## src/rtl/fib_pkg.sv

```systemverilog
// rtl/fib_pkg.sv - shared types and constants for the fibonacci job scheduler
package fib_pkg;

   typedef enum logic [2:0] {
      IDLE   = 3'd0,
      CLR    = 3'd1,
      LAUNCH = 3'd2,
      WAIT   = 3'd3,
      RESP   = 3'd4
   } fib_state_t;

   localparam int N_MIN  = 2;
   localparam int N_MAX  = 31;
   localparam int FIB_DW = 16;

endpackage

```

## src/rtl/fib_scheduler_rr_arbiter.sv

```systemverilog
// rtl/fib_scheduler_rr_arbiter.sv - combinational round-robin arbiter, search starts at ptr
module rr_arbiter #(
   parameter int NUM_REQ = 4
) (
   input  logic [NUM_REQ-1:0]         req,
   input  logic [$clog2(NUM_REQ)-1:0] ptr,
   input  logic                       en,
   output logic [NUM_REQ-1:0]         gnt
);

   localparam int PW = $clog2(NUM_REQ);

   logic [PW-1:0] idx;
   logic          found;

   always_comb begin
      gnt   = '0;
      found = 1'b0;
      idx   = '0;
      for (int k = 0; k < NUM_REQ; k++) begin
         // modulo keeps the wrap correct for non-power-of-two requester counts
         idx = PW'((int'(ptr) + k) % NUM_REQ);
         if (en && !found && req[idx]) begin
            gnt[idx] = 1'b1;
            found    = 1'b1;
         end
      end
   end

endmodule

```

## src/rtl/fib_scheduler.sv

```systemverilog
// rtl/fib_scheduler.sv - shares one fibonacci engine among NUM_REQ requesters
module fib_scheduler
   import fib_pkg::*;
#(
   parameter int NUM_REQ  = 4,
   parameter int DW       = FIB_DW,
   parameter int WATCHDOG = 64
) (
   input  logic                       clk,
   input  logic                       reset,
   input  logic [NUM_REQ-1:0]         req_valid,
   input  logic [NUM_REQ*DW-1:0]      req_n,
   output logic [NUM_REQ-1:0]         req_ready,
   output logic                       resp_valid,
   input  logic                       resp_ready,
   output logic [$clog2(NUM_REQ)-1:0] resp_id,
   output logic [DW-1:0]              resp_data,
   output logic                       resp_err,
   output logic                       eng_reset,
   output logic                       eng_start,
   output logic [DW-1:0]              eng_din,
   input  logic [DW-1:0]              eng_dout,
   input  logic                       eng_done
);

   localparam int IW = $clog2(NUM_REQ);
   localparam int WW = $clog2(WATCHDOG) + 1;

   fib_state_t    state_q;
   logic [IW-1:0] rr_ptr_q, rr_ptr_d;
   logic [IW-1:0] id_q;
   logic [DW-1:0] n_q;
   logic [DW-1:0] data_q;
   logic          err_q;
   logic [WW-1:0] wd_q;
   logic          resp_valid_q;
   logic          eng_start_q;

   logic [NUM_REQ-1:0] gnt;
   logic [IW-1:0]      gnt_id;
   logic [DW-1:0]      n_sel;
   logic               in_range;

   // grants are masked during reset so req_ready shows its reset value
   rr_arbiter #(.NUM_REQ(NUM_REQ)) u_arb (
      .req (req_valid),
      .ptr (rr_ptr_q),
      .en  ((state_q == IDLE) && !reset),
      .gnt (gnt)
   );

   always_comb begin
      gnt_id = '0;
      n_sel  = '0;
      for (int k = 0; k < NUM_REQ; k++) begin
         if (gnt[k]) begin
            gnt_id = IW'(k);
            n_sel  = req_n[k*DW +: DW];
         end
      end
   end

   assign rr_ptr_d = (gnt_id == IW'(NUM_REQ - 1)) ? '0 : gnt_id + 1'b1;
   assign in_range = (n_sel >= DW'(N_MIN)) && (n_sel <= DW'(N_MAX));

   always_ff @(posedge clk or posedge reset) begin
      if (reset) begin
         state_q      <= IDLE;
         rr_ptr_q     <= '0;
         id_q         <= '0;
         n_q          <= '0;
         data_q       <= '0;
         err_q        <= 1'b0;
         wd_q         <= '0;
         resp_valid_q <= 1'b0;
         eng_start_q  <= 1'b0;
      end else begin
         case (state_q)
            IDLE: begin
               if (|(req_valid & gnt)) begin
                  id_q     <= gnt_id;
                  n_q      <= n_sel;
                  rr_ptr_q <= rr_ptr_d;
                  if (in_range) begin
                     state_q <= CLR;
                  end else begin
                     data_q       <= '0;
                     err_q        <= 1'b1;
                     resp_valid_q <= 1'b1;
                     state_q      <= RESP;
                  end
               end
            end
            CLR: begin
               eng_start_q <= 1'b1;
               state_q     <= LAUNCH;
            end
            LAUNCH: begin
               eng_start_q <= 1'b0;
               wd_q        <= '0;
               state_q     <= WAIT;
            end
            WAIT: begin
               // done wins over the watchdog when both land in the same cycle
               if (eng_done) begin
                  data_q       <= eng_dout;
                  err_q        <= 1'b0;
                  resp_valid_q <= 1'b1;
                  state_q      <= RESP;
               end else if (wd_q == WW'(WATCHDOG - 1)) begin
                  data_q       <= '0;
                  err_q        <= 1'b1;
                  resp_valid_q <= 1'b1;
                  state_q      <= RESP;
               end else begin
                  wd_q <= wd_q + 1'b1;
               end
            end
            RESP: begin
               if (resp_ready) begin
                  resp_valid_q <= 1'b0;
                  state_q      <= IDLE;
               end
            end
            default: state_q <= IDLE;
         endcase
      end
   end

   assign req_ready  = gnt;
   assign resp_valid = resp_valid_q;
   assign resp_id    = id_q;
   assign resp_data  = data_q;
   assign resp_err   = err_q;
   assign eng_reset  = reset | (state_q == CLR);
   assign eng_start  = eng_start_q;
   assign eng_din    = n_q;

endmodule

```

## config.mk

```make
export PLATFORM = sky130hd
export DESIGN_NAME = fib_scheduler
export DESIGN_NICKNAME = d
export VERILOG_FILES = /design/src/rtl/fib_pkg.sv /design/src/rtl/fib_scheduler_rr_arbiter.sv /design/src/rtl/fib_scheduler.sv
export SDC_FILE = /design/constraint.sdc
export NUM_CORES = 1
export LEC_CHECK = 0
export BUFFER_PORTS_ARGS = -buffer_cell sky130_fd_sc_hd__clkbuf_2
export CELL_PAD_IN_SITES_DETAIL_PLACEMENT = 1
export CELL_PAD_IN_SITES_GLOBAL_PLACEMENT = 2
export CORE_ASPECT_RATIO = 1.1
export CORE_MARGIN = 5
export CORE_UTILIZATION = 29
export CTS_CLUSTER_SIZE = 14
export DETAILED_ROUTE_END_ITERATION = 12
export GPL_TIMING_DRIVEN = 0
export HOLD_SLACK_MARGIN = 0.1
export PLACE_DENSITY = 0.95
export SLEW_MARGIN = 20
export SYNTH_ARGS = -nofsm -noshare
export SYNTH_HDL_FRONTEND = slang
export SYNTH_SLANG_ARGS = --single-unit
```

## constraint.sdc

```tcl
create_clock -name clk -period 7.95 [get_ports clk]
set_input_delay 1.59 -clock clk [delete_from_list [all_inputs] [get_ports clk]]
set_output_delay 1.59 -clock clk [all_outputs]
set_load 0.02 [all_outputs]
```

==> results.cfg <==
[outcome]
status = finished clean

[yosys]
async_reset_ff_share_pct = 100
ys_top_cells_by_area = dfrtp_1 40%, a22o_1 6.0%, nand2_1 4.3%, nor2_1 4.1%, a21oi_1 3.8%
synth.distinct_cells = 54
avgSynthCellArea_um2 = 9.10
synth_top_area_share_pct = 40.1
synth_top_cell_by_area = dfrtp_1
synth_xor_area_share_pct = 0.859
synth_edf_count = 0
synth_top_family_by_area = compound AO/OA/AOI/OAI gates
synth_top_flop_cell = dfrtp_1
seq_area_frac_synth_pct = 40.1
yosys_warnings = 0
muxShareOfSynthArea_pct = 4.99
ys_ff_latch = 49
synth_compound_area_share_pct = 28.1
synthSimpleGateAreaFrac_pct = 18.7
synth_cells = 336
synthAdderAreaFrac_pct = 2.86
synth_area_um2 = 3060
synth_nets = 431

[grt]
grtUsageTotal_pct = 17.8
antenna_found_initial = 0
grt_max_degree = 33
gr-total-overflow = 0
grt_pass1_vias = 3564
grt_pass1_wl_um = 18300

[detailed_routing]
dr_wl_met3_um = 755
drt_iter0_markers = 103
vias = 3226
viasPerCell = 5.23
drt-met1-wl_um = 4630
drc_errors = 0
drt.antenna.violating_nets = 0
routed-wl-met2_um = 5800
wirelength_um = 11400
highest-signal-layer = met4
firstDrtPassIters = 4
drt-wirelength-per-cell_um = 18.5

[clock_network]
cts_buffers = 5
cts_sinks = 49
post_cts_buffers = 0
cts_root_buf = clkbuf_16
cts-htree-levels = 2
holdBufCountCts = 0
clock_latency_ps = 290
cts.clk_slew.worst_paths_ps = 70
clock_path_buffers = 2
cts_tree = built
cts_resized = 0

[power_and_ir_drop]
netSwitchingPower_mw = 0.707
leakagePower_nw = 1.99
p_per_area_nw_per_um2 = 375
seq_power_share_pct = 28.6
intPower_mw = 0.822
max-vdd-ir-drop_uv = 128
swShare_pct = 46.2
combPwrFrac_pct = 55.6
p_clk_share_pct = 15.8

[worst_setup_path]
cp_slowest_cell = buf_1
cp_slowest_stage_delay_ps = 500
crit_type = in2out
r2r_start = rr_ptr_q[0]$_DFFE_PP0P_
rr_worst_depth = 14
worst-path-buf-inv = 7
r2r_slack_ps = 3510
rr_endpoint = resp_err$_DFFE_PP0P_
cp_top_family = buffers and inverters
cp_max_fo = 32
cp-end-kind = primary output
cp-start-kind = input pin
arrival_ps = 4100
required_ps = 6360
path_cells = clkbuf_2 -> inv_2 -> buf_12 -> nand3_1 -> clkbuf_1 -> a21oi_1 -> a21oi_1 -> inv_1 -> buf_1 -> clkbuf_2

[place]
io_buffers = 129
hpwl_um = 9190
dp_slack_ps = 2230
place_congestion = 0.838
dp_cells = 609

[cells_and_area]
n_antenna_cell = 0
fillCellCount = 1307
multi_input_area_um2 = 1700
final_net_count = 568
seqCellArea_um2 = 1230
area_growth_pct = 33.4
fin_cells = 617
drive_above_1_share_pct = 35.4

[timing]
final_hold_viol_count = 0
worst_pin_slew_ps = 865
rsz0062_at_grt = false
finalSetupTns_ps = 0
slew_viol_final = 0
max_freq_ghz = 0.176
finalCritPeriodShare_pct = 71.5
slew_headroom_pct = 41.6
fin_skew_ps = 2.99
setup_violations = 0
fin_ws_ps = 2260
fin_crit_ps = 5690

[floorplanning]
rows = 39
coreArea_um2 = 10300
start_util_pct = 29.6
dieArea_um2 = 12700
die_width_um = 108
die_h_um = 118
ioPinCount = 130

[min_path]
hp-class = reg2reg
hold_start = eng_din[9]$_DFFE_PP0P_
whs_endpoint = eng_din[9]$_DFFE_PP0P_
worstHoldPathCells = 2

[flow_run]
drv_cap = 0
cell usage after synthesis (4+ instances only):
cell      number
inv_1         11
and3_1         7
a22o_1        21
ha_1           7
clkbuf_1       6
nor3_1         6
mux2i_1        4
a22oi_1       10
nor2b_1        5
a31oi_1        6
nor2_1        33
a21oi_1       23
o211ai_1       6
mux2_2         4
dfrtp_1       49
nand3_1       16
nand2_1       35
or3_1          6
o21ai_0       20
worst max path at each step:
stage           from      endpoint  slack (ps)  cells after the start
6_report       reset  req_ready[3]        2260                     10
5_1_grt        reset  req_ready[3]        1930                     10
4_1_cts        reset  req_ready[3]        2210                     10
3_5_place_dp   reset  req_ready[3]        2230                     10
3_3_place_gp   reset  req_ready[3]        1190                      9
2_1_floorplan  reset  req_ready[3]        2420                      7
metrics by stage:
stage          instance area [um2]  hold WS [ps]  utilization, %  power [mW]
6_report                      4080           471            39.4        1.53
3_5_place_dp                  3900           460            37.7        1.29
5_1_grt                       4080           488            39.4        1.64
3_3_place_gp                  3880           455            37.5        1.26
2_1_floorplan                 3060           470               -        1.00
4_1_cts                       4070           475            39.4        1.54
placed cells by master, fill, tap and decap left out, types with 4 or more instances in the layout:
master     instances
a21oi_1           23
a22o_1            21
a22oi_1           10
a31oi_1            6
and3_1             7
clkbuf_1           6
clkbuf_16          5
clkbuf_2         129
dfrtp_1           49
ha_1               7
inv_1             10
mux2_2             4
mux2i_1            4
nand2_1           35
nand3_1           16
nor2_1            33
nor2b_1            5
nor3_1             6
o211ai_1           6
o21ai_0           20
or3_1              6
flip-flops by register name, indices dropped and copies added, names as in the netlist:
name,cells
resp_valid,1
state_q,3
wd_q,7
eng_din,16
eng_start,1
rr_ptr_q,2
resp_data,16
resp_id,2
resp_err,1
layer usage:
metal	track usage (%)	vias to the layer above
li1	-	1521
met1	22.0	1572
met2	31.1	117
met3	3.35	16
met4	5.37	0
met5	0	-
worst min-delay path, delay by kind of cell, from the launching register on:
kind	cells	cell delay [ps]
DFF	1	350
and+or+nand+nor	2	90
kinds of logic (layout without fill, tap and decap cells):
group / count (synthesis) / count (layout)
AOI/OAI and AO/OA: 117 / 117
xor gates and xnor gates: 3 / 3
adders and majority gates: 7 / 7
buffers and inverters: 28 / 166
DFF: 49 / 49
muxes: 11 / 11
and+or+nand+nor: 121 / 121
power by group through the flow:
stage                     clock network [mW]  registers [mW]  logic, mW
after floorplan                            0           0.527      0.478
after global placement                     0           0.434      0.826
after detailed placement                   0           0.440      0.848
after CTS                              0.246           0.437      0.859
after global routing                   0.258           0.451      0.933
final                                  0.242           0.437      0.850
layout make-up:
type	instances	area share, %
Buffer	14	2.02
Clock buffer	5	3.07
Clock inverter	3	1.13
Inverter	14	1.29
Multi-Input combinational cell	259	41.7
Sequential cell	49	30.1
Tap cell	143	4.39
Timing Repair Buffer	130	16.3
Note: power is estimated with default switching activity, not from simulation.
